===== config.mk =====
export PLATFORM = sky130hd
export DESIGN_NAME = ps2_host_tx
export DESIGN_NICKNAME = d
export VERILOG_FILES = /design/src/rtl/ps2_pkg.sv /design/src/rtl/ps2_line_filter.sv /design/src/rtl/ps2_host_tx.sv
export SDC_FILE = /design/constraint.sdc
export NUM_CORES = 1
export LEC_CHECK = 0
export CAP_MARGIN = 5
export CORE_MARGIN = 2
export CORE_UTILIZATION = 40
export CTS_CLUSTER_SIZE = 12
export DETAILED_ROUTE_END_ITERATION = 16
export HOLD_SLACK_MARGIN = 0.05
export PLACE_DENSITY = 0.64
export SYNTH_ARGS = -nofsm -noshare
export SYNTH_HDL_FRONTEND = slang
export SYNTH_HIERARCHICAL = 1
export SYNTH_SLANG_ARGS = --single-unit

===== constraint.sdc =====
create_clock -name clk -period 2.2 [get_ports clk]
set_clock_uncertainty 0.1 [all_clocks]
set_input_delay 0.44 -clock clk [delete_from_list [all_inputs] [get_ports clk]]
set_output_delay 0.44 -clock clk [all_outputs]
set_load 0.02 [all_outputs]

===== src/rtl/ps2_pkg.sv =====
// PS/2 shared definitions: command bytes, host-transmit FSM
// encoding and default timing for a 50 MHz system clock.
package ps2_pkg;

    localparam logic [7:0] PS2_CMD_LED    = 8'hED;
    localparam logic [7:0] PS2_CMD_RESET  = 8'hFF;
    localparam logic [7:0] PS2_CMD_ENABLE = 8'hF4;
    localparam logic [7:0] PS2_RSP_ACK    = 8'hFA;
    localparam logic [7:0] PS2_RSP_RESEND = 8'hFE;

    localparam int PS2_INHIBIT_CYC = 5000;
    localparam int PS2_TIMEOUT_CYC = 750000;
    localparam int PS2_FILT_LEN    = 8;

    typedef enum logic [2:0] {
        TX_IDLE    = 3'd0,
        TX_INHIBIT = 3'd1,
        TX_RTS     = 3'd2,
        TX_SEND    = 3'd3,
        TX_ACK     = 3'd4,
        TX_DONE    = 3'd5
    } tx_state_e;

    // {stop, odd parity, data}; shifted out LSB first
    function automatic logic [9:0] ps2_frame(input logic [7:0] data);
        return {1'b1, ~^data, data};
    endfunction

endpackage


===== src/rtl/ps2_line_filter.sv =====
// PS/2 clock-line conditioner: 2-FF synchronizer, all-taps
// glitch filter and a one-cycle falling-edge pulse.
module ps2_line_filter
    import ps2_pkg::*;
#(
    parameter int FILT_LEN = PS2_FILT_LEN
) (
    input  logic clk,
    input  logic rst,
    input  logic line_i,
    output logic fall_o
);

    logic [1:0]          sync_q;
    logic [FILT_LEN-1:0] taps_q;
    logic                level_q;
    logic                level_d;
    logic                all_hi;
    logic                all_lo;

    always_ff @(posedge clk or negedge rst) begin
        if (!rst) begin
            sync_q  <= '1;
            taps_q  <= '1;
            level_q <= 1'b1;
        end else begin
            sync_q  <= {sync_q[0], line_i};
            taps_q  <= {taps_q[FILT_LEN-2:0], sync_q[1]};
            level_q <= level_d;
        end
    end

    assign all_hi = &taps_q;
    assign all_lo = ~|taps_q;

    always_comb begin
        level_d = level_q;
        if (all_hi)
            level_d = 1'b1;
        else if (all_lo)
            level_d = 1'b0;
    end

    // Combinational so the pulse lands 2+FILT_LEN cycles after the pin
    assign fall_o = level_q & all_lo;

endmodule


===== src/rtl/ps2_host_tx.sv =====
// PS/2 host-to-device command transmitter: inhibit, request-to-send,
// device-clocked frame shift and ACK/timeout reporting.
module ps2_host_tx
    import ps2_pkg::*;
#(
    parameter int INHIBIT_CYC = PS2_INHIBIT_CYC,
    parameter int TIMEOUT_CYC = PS2_TIMEOUT_CYC,
    parameter int FILT_LEN    = PS2_FILT_LEN
) (
    input  logic       clk,
    input  logic       rst,
    input  logic       ps2_clk_in,
    input  logic       ps2_dat_in,
    input  logic [7:0] tx_data,
    input  logic       tx_start,
    output logic       tx_busy,
    output logic       tx_done,
    output logic       tx_err,
    output logic       ps2_clk_oe,
    output logic       ps2_dat_oe
);

    localparam int IW = $clog2(INHIBIT_CYC + 1);
    localparam int WW = $clog2(TIMEOUT_CYC + 1);
    localparam logic [IW-1:0] INH_LAST = IW'(INHIBIT_CYC - 1);
    localparam logic [WW-1:0] WD_LAST  = WW'(TIMEOUT_CYC - 1);

    tx_state_e     state_q, state_d;
    logic [9:0]    frame_q, frame_d;
    logic [3:0]    bitcnt_q, bitcnt_d;
    logic [IW-1:0] inh_q, inh_d;
    logic [WW-1:0] wdog_q, wdog_d;
    logic          bit_oe_q, bit_oe_d;
    logic          err_q, err_d;
    logic [1:0]    dat_sync_q;
    logic          clk_fall;
    logic          timeout;

    ps2_line_filter #(
        .FILT_LEN (FILT_LEN)
    ) u_clk_filt (
        .clk    (clk),
        .rst    (rst),
        .line_i (ps2_clk_in),
        .fall_o (clk_fall)
    );

    assign timeout = (state_q == TX_SEND || state_q == TX_ACK)
                     && (wdog_q == WD_LAST);

    always_ff @(posedge clk or negedge rst) begin
        if (!rst)
            state_q <= TX_IDLE;
        else
            state_q <= state_d;
    end

    always_comb begin
        state_d = state_q;
        unique case (state_q)
            TX_IDLE:    if (tx_start) state_d = TX_INHIBIT;
            TX_INHIBIT: if (inh_q == INH_LAST) state_d = TX_RTS;
            TX_RTS:     state_d = TX_SEND;
            TX_SEND: begin
                if (timeout)
                    state_d = TX_DONE;
                else if (bitcnt_q == 4'd10)
                    state_d = TX_ACK;
            end
            TX_ACK:     if (timeout || clk_fall) state_d = TX_DONE;
            TX_DONE:    state_d = TX_IDLE;
            default:    state_d = TX_IDLE;
        endcase
    end

    always_comb begin
        tx_busy    = 1'b1;
        tx_done    = 1'b0;
        tx_err     = 1'b0;
        ps2_clk_oe = 1'b0;
        ps2_dat_oe = 1'b0;
        unique case (state_q)
            TX_IDLE:    tx_busy = 1'b0;
            TX_INHIBIT: ps2_clk_oe = 1'b1;
            TX_RTS: begin
                ps2_clk_oe = 1'b1;
                ps2_dat_oe = 1'b1;
            end
            TX_SEND:    ps2_dat_oe = bit_oe_q & ~timeout;
            TX_ACK:     ps2_dat_oe = 1'b0;
            TX_DONE: begin
                tx_done = 1'b1;
                tx_err  = err_q;
            end
            default:    tx_busy = 1'b0;
        endcase
    end

    always_ff @(posedge clk or negedge rst) begin
        if (!rst) begin
            frame_q    <= '0;
            bitcnt_q   <= '0;
            inh_q      <= '0;
            wdog_q     <= '0;
            bit_oe_q   <= 1'b0;
            err_q      <= 1'b0;
            dat_sync_q <= '1;
        end else begin
            frame_q    <= frame_d;
            bitcnt_q   <= bitcnt_d;
            inh_q      <= inh_d;
            wdog_q     <= wdog_d;
            bit_oe_q   <= bit_oe_d;
            err_q      <= err_d;
            dat_sync_q <= {dat_sync_q[0], ps2_dat_in};
        end
    end

    always_comb begin
        frame_d  = frame_q;
        bitcnt_d = bitcnt_q;
        inh_d    = inh_q;
        wdog_d   = wdog_q;
        bit_oe_d = bit_oe_q;
        err_d    = err_q;
        unique case (state_q)
            TX_IDLE: begin
                if (tx_start) begin
                    frame_d = ps2_frame(tx_data);
                    inh_d   = '0;
                    err_d   = 1'b0;
                end
            end
            TX_INHIBIT: inh_d = inh_q + 1'b1;
            TX_RTS: begin
                bitcnt_d = '0;
                wdog_d   = '0;
                bit_oe_d = 1'b1;
            end
            TX_SEND: begin
                wdog_d = wdog_q + 1'b1;
                if (timeout) begin
                    err_d = 1'b1;
                end else if (clk_fall && bitcnt_q < 4'd10) begin
                    bit_oe_d = ~frame_q[0];
                    frame_d  = {1'b1, frame_q[9:1]};
                    bitcnt_d = bitcnt_q + 1'b1;
                end
            end
            TX_ACK: begin
                wdog_d = wdog_q + 1'b1;
                if (timeout)
                    err_d = 1'b1;
                else if (clk_fall)
                    err_d = dat_sync_q[1];
            end
            default: ;
        endcase
    end

endmodule


==> metrics.md, run 1 <==
| Metric | Value |
|---|---|
| Outcome | finished with violations |
| Violated checks | negative setup slack |
| Gr ovfl total | 0 |
| H-tree Lvls | 3 |
| Synth top area cells | dfrtp_1 (40%), dfstp_2 (10%), nand2_1 (6.4%) |
| GRT Util Overall | 0.186 |
| Placer Congestion | 0.890 |
| IO Pins | 18 |
| Final WS setup | -105 ps |
| Synthesis-stage register bit count | 65 |
| Syn. warnings | 6 |
| Worst Hold Depth | 0 |
| Post-Synthesis Cells | 341 |
| N_diodes | 0 |
| First-pass GRT wire length | 12900 microns |
| CP Data Required Time | 1660 ps |
| Post-synthesis sequential area ratio | 0.502 |
| Main synth FF type | dfrtp_1 |
| Post-synth top area share | 0.397 |
| Cell with the most instances after synthesis | nand2_1 |
| FF-to-FF Start | state_q[1] |
| Max frequency | 434 MHz |
| DR iter-0 viols | 128 |
| Largest vdd supply drop | 592 uV |
| Leak | 1.87 nW |
| Min-Delay Endpoint | dat_sync_q[1] |
| Post-synth EDFFs | 0 |
| Final Max Tran Viols | 0 |
| Placed Cells | 502 |
| Final setup violation count | 1 |
| Reg2reg end | wdog_q[19] |
| Detailed Routing Iterations Pass 1 | 5 |
| Area Overhead vs Synth | 29.2% |
| Post-route DRC | 0 |
| Hold Crit Class | register to register |
| Non-filler cells in the finished layout | 523 |
| DP HPWL | 5360 microns |
| DRT Wirelength | 7460 microns |
| Worst-path fanout max | 2 |
| DIE WIDTH | 94.5 microns |
| Num CTS Buffers | 9 |
| Syn nets | 359 |
| CTS tree | yes |
| Reg2Reg Setup Slack | 150 ps |
| Drt wl/cell | 14.3 microns |
| Final Hold Vio Count | 0 |
| Pin count of the biggest net entering global routing | 26 |
| Critical Path Sink Type | primary output |
| # clock sinks | 65 |
| WS Path Type | register to primary output |
| Unique masters post-synth | 55 |
| Clock buffer depth | 2 |
| R2R cell count | 6 |
| Power Dens Cells | 1040 nW/um^2 |
| Nets | 431 |
| Via density | 5.38 |
| Top cells by count, synth | nand2_1 (56), dfrtp_1 (52), nand3_1 (34) |
| Port bufs | 17 |
| Critical Path Source Type | register |
| Syn Area/Cell | 9.61 sq um |
| Worst Tran Pin Value | 539 ps |
| Pwr Total | 4.41 mW |
| HP Start | dat_sync_q[0] |
| Synthesized cell area | 3280 sq um |
| Max-Cap Viols | 0 |
| Total core area | 8090 sq um |
| Async S/R FF share, synth | 1.00 |
| Initial antenna violation count | 0 |
| Relative slew slack | 0.641 |
| DR vias | 2815 |
| CP arrival | 1770 ps |
| Std-Cell Rows | 33 |
| Final Critical Period | 2310 ps |
| Starting density of the core | 0.405 |
| Vias in the first global route | 2738 |
| Worst skew pair latency | 360 ps |
| Vert. Die Dim | 94.5 microns |
| RSZ-0062 raised after global routing | yes |
| Layout cells sized above 1 | 0.263 |
| Clk slew on worst S/H paths | 80 ps |
| Post-synth top area cell | dfrtp_1 |
| Antenna Violating Nets Remaining | 0 |
| Clock root buffer | clkbuf_8 |
| Fin crit share | 1.05 |
| Die area | 8930 sq um |
-- worst max-delay path, cell delays in order (launching register included) --
cell and delay [ps]:
dfrtp_1 360, ha_2 190, and3_4 190, nand4_4 100, or2_4 280, a21oi_2 130
nor2_2 50, buf_6 120
-- area by class of cell --
class	instances	area (sq um)
Fill cell	766	3860
Sequential cell	65	1640
Multi-Input combinational cell	259	1600
Timing Repair Buffer	73	592
Tap cell	105	131
Clock buffer	9	124
Clock inverter	7	119
Inverter	5	18.8
-- through the flow --
step / setup slack [ps] / hold WS [ps] / area [sq um] / util / TNS [ps]
after floorplan: 12.6 / 44.4 / 3310 / - / 0
after global placement: -125 / 246 / 3930 / 0.486 / -246
after detailed placement: -156 / 247 / 3930 / 0.486 / -543
after CTS: -148 / 248 / 4190 / 0.517 / -148
after global routing: -214 / 250 / 4230 / 0.523 / -214
final: -105 / 242 / 4230 / 0.523 / -105
-- where the power goes --
group	internal, mW	switching, mW
Sequential	1.41	0.153
Combinational	0.692	0.916
Clock	0.751	0.489
-- repair_timing --
item,in CTS,in global routing
resized for setup,15,10
hold buffers,1,0
pin swaps,1,5
setup buffers,1,3
hold endpoints to repair,11,0
endpoints found under the setup margin,5,6
-- how the worst max path moves through the flow --
stage | end | cells past startpoint | slack, ps | start
2_1_floorplan | ps2_dat_oe | 6 | 10 | wdog_q[10]
3_3_place_gp | ps2_dat_oe | 6 | -130 | wdog_q[10]
3_5_place_dp | ps2_dat_oe | 6 | -160 | wdog_q[10]
4_1_cts | ps2_dat_oe | 6 | -150 | wdog_q[10]
5_1_grt | ps2_dat_oe | 7 | -210 | wdog_q[1]
6_report | ps2_dat_oe | 7 | -110 | wdog_q[0]
-- cells in the final DEF (no fill, tap or decap), drive strengths merged, types with 3 or more instances in the layout --
master	synthesis	routed
buf	5	58
nand2	56	56
dfrtp	52	52
nand3	34	34
o21ai	26	26
nor2	23	23
nand4	19	19
mux2i	13	13
dfstp	13	13
clkdlybuf4s50	0	11
clkbuf	7	10
nor3	8	8
and3	7	7
a31oi	6	6
inv	5	5
xnor2	5	5
o31ai	5	5
ha	5	5
a21oi	5	5
and2	4	4
nand2b	3	3
o41ai	3	3
o21a	3	3
bufinv	0	3
-- layer usage --
metal	routed length [microns]	vias up	global-route usage
met3	309	11	0.0463
li1	-	1388	-
met5	0	-	0
met1	3440	1366	0.249
met2	3590	50	0.293
met4	119	0	0.0700
-- state kept, by name, indices dropped and copies added (netlist names) --
name                cells
inh_q                  13
frame_q                10
err_q                   1
bit_oe_q                1
state_q                 3
dat_sync_q              2
u_clk_filt/level_q      1
wdog_q                 20
bitcnt_q                4
u_clk_filt/sync_q       2
u_clk_filt/taps_q       8
-- cell families (layout without fill, tap and decap cells) --
family / count (synthesis) / count (layout) / share of synthesized area
flip-flops: 65 / 65 / 0.502
XOR/XNOR: 7 / 7 / 0.0187
adder cells (fa/ha/maj): 5 / 5 / 0.0191
AO/OA/AOI/OAI: 62 / 62 / 0.129
AND/OR/NAND/NOR: 172 / 172 / 0.269
multiplexers: 13 / 13 / 0.0397
buffers and inverters: 17 / 94 / 0.0237
No activity file was read; power rests on OpenSTA's default activity.
==> run 2: changes to the inputs <==
--- a/config.mk
+++ b/config.mk
@@ -8,11 +8,14 @@
 export CAP_MARGIN = 5
 export CORE_MARGIN = 2
 export CORE_UTILIZATION = 40
+export CTS_CLUSTER_DIAMETER = 100
 export CTS_CLUSTER_SIZE = 12
 export DETAILED_ROUTE_END_ITERATION = 16
+export GPL_TIMING_DRIVEN = 0
 export HOLD_SLACK_MARGIN = 0.05
 export PLACE_DENSITY = 0.64
 export SYNTH_ARGS = -nofsm -noshare
 export SYNTH_HDL_FRONTEND = slang
 export SYNTH_HIERARCHICAL = 1
 export SYNTH_SLANG_ARGS = --single-unit
+export TNS_END_PERCENT = 1
==> run 2 against run 1 <==
Effect of this change:
- the run still ends with negative setup slack left
- clock-buffer cell count did not move
- highest routed layer unchanged
- flip-flop and latch count unchanged
- largest cell class unchanged
- final area fell by 5.5%
- worst setup slack lost 31 ps
- via count fell by 4.5%
- largest power group unchanged
==> metrics.md, run 2 (synthesis results as in run 1) <==
| Metric | Value |
|---|---|
| Worst Tran Pin Value | 852 ps |
| Hold Crit Class | input port to async pin |
| Port bufs | 17 |
| Worst skew pair latency | 350 ps |
| Final Critical Period | 2340 ps |
| Post-route DRC | 0 |
| CP arrival | 1800 ps |
| Largest register FFs | 20 |
| Final WS setup | -136 ps |
| Final Hold Vio Count | 0 |
| CTS tree | yes |
| Violated checks | negative setup slack |
| Starting density of the core | 0.405 |
| Pre-CTS WS | -705 ps |
| Std-Cell Rows | 33 |
| Vert. Die Dim | 94.5 microns |
| Placer Congestion | 0.827 |
| Via density | 5.48 |
| Reg2Reg Setup Slack | -20 ps |
| Vias in the first global route | 2681 |
| Clock buffer depth | 2 |
| Relative slew slack | 0.430 |
| Fin crit share | 1.06 |
| Pin count of the biggest net entering global routing | 66 |
| DIE WIDTH | 94.5 microns |
| Max-Cap Viols | 0 |
| Total core area | 8090 sq um |
| Finished Cell Area | 4000 sq um |
| Clock root buffer | clkbuf_8 |
| Leak | 1.70 nW |
| R2R cell count | 8 |
| Reg2reg end | frame_q[8] |
| Dpl cell area | 3610 sq um |
| IO Pins | 18 |
| Initial antenna violation count | 0 |
| Die area | 8930 sq um |
| FF-to-FF Start | state_q[1] |
| Num CTS Buffers | 9 |
| Max frequency | 428 MHz |
| N_diodes | 0 |
| Power Dens Cells | 1060 nW/um^2 |
| Final Max Tran Viols | 0 |
| Largest vdd supply drop | 754 uV |
| Clk slew on worst S/H paths | 70 ps |
| CP Data Required Time | 1660 ps |
| # clock sinks | 65 |
| Critical Path Source Type | register |
| Layout cells sized above 1 | 0.210 |
| DRT Wirelength | 7250 microns |
| WS Path Type | register to primary output |
| DP HPWL | 4760 microns |
| Worst-path fanout max | 2 |
| Area Overhead vs Synth | 22.1% |
| Gr ovfl total | 0 |
| Detailed Routing Iterations Pass 1 | 4 |
| Nets | 398 |
| First-pass GRT wire length | 12500 microns |
| Largest regs | wdog_q x20, inh_q x13, frame_q x10 |
| DR vias | 2687 |
| Setup tns final | -288 ps |
| Hold_ws | 88.5 ps |
| RSZ-0062 raised after global routing | yes |
| Critical Path Sink Type | primary output |
| Most frequent cells in the layout | nand2_1 (53), dfrtp_1 (51), nand3_1 (34) |
| Commonest non-fill, non-tap cell in the layout | nand2_1 |
| Outcome | finished with violations |
| Drt wl/cell | 14.8 microns |
| DR iter-0 viols | 132 |
| H-tree Lvls | 3 |
| Final setup violation count | 5 |
| Antenna Violating Nets Remaining | 0 |
| GRT Util Overall | 0.180 |
| Biggest register | wdog_q |
| Filler Cells Inserted | 755 |
run 2: cell types whose count changed in the layout (fill, tap and decap cells not counted), moves of 2 or more:
cell      before  now
buf_4         54   16
clkbuf_8       9   11
nand2_2        0    2
nand2_1       56   53
clkbuf_1       0    3
buf_6          1    4
run 2: layout make-up:
cell class                      instances  area (sq um)  share of cell area
Buffer                                 11           109              0.0272
Multi-Input combinational cell        259          1630               0.407
Timing Repair Buffer                   29           250              0.0626
Clock inverter                          7          95.1              0.0238
Sequential cell                        65          1640               0.411
Clock buffer                            9           124              0.0310
Tap cell                              105           131              0.0329
Inverter                                5          18.8             0.00469
run 2: power breakdown:
group          leakage (nW)  internal (mW)  total (mW)  switching, mW
sequential            0.824           1.41        1.56          0.148
combinational         0.765          0.628        1.57          0.942
clock                 0.109          0.637        1.12          0.484
total                  1.70           2.67        4.25           1.57
run 2: worst max path at each step:
stage                     from         end
finish               wdog_q[0]  ps2_dat_oe
global route        wdog_q[11]  ps2_dat_oe
CTS                 wdog_q[11]  ps2_dat_oe
detailed placement  state_q[2]  ps2_clk_oe
global placement           rst       err_q
floorplan           wdog_q[10]  ps2_dat_oe
run 2: through the flow:
step / std cells / utilization / total power [mW]
2_1_floorplan: 341 / - / 2.49
3_3_place_gp: 463 / 0.446 / 2.90
3_5_place_dp: 463 / 0.446 / 2.93
4_1_cts: 490 / 0.492 / 4.25
5_1_grt: 490 / 0.494 / 4.55
6_report: 490 / 0.494 / 4.25
run 2: per-layer routing:
metal	vias up	GRT usage	routed length (microns)
li1	1317	-	-
met2	54	0.280	3320
met1	1295	0.235	3470
met4	0	0.0845	182
met3	21	0.0479	273
met5	-	0	0
run 2: what timing repair did:
item / CTS / global route
hold buffers: 0 / 0
endpoints found under the setup margin: 10 / 22
resized for setup: 47 / 9
buffers inserted: 12 / 0
pin swaps: 10 / 2
run 2: critical path, cell delays in order, from the launching register on:
cell and delay (ps):
dfrtp_1 380, ha_2 200, and3_4 200, nand4_4 90
or2_4 290, a21oi_4 120, nor2_2 50, buf_6 120
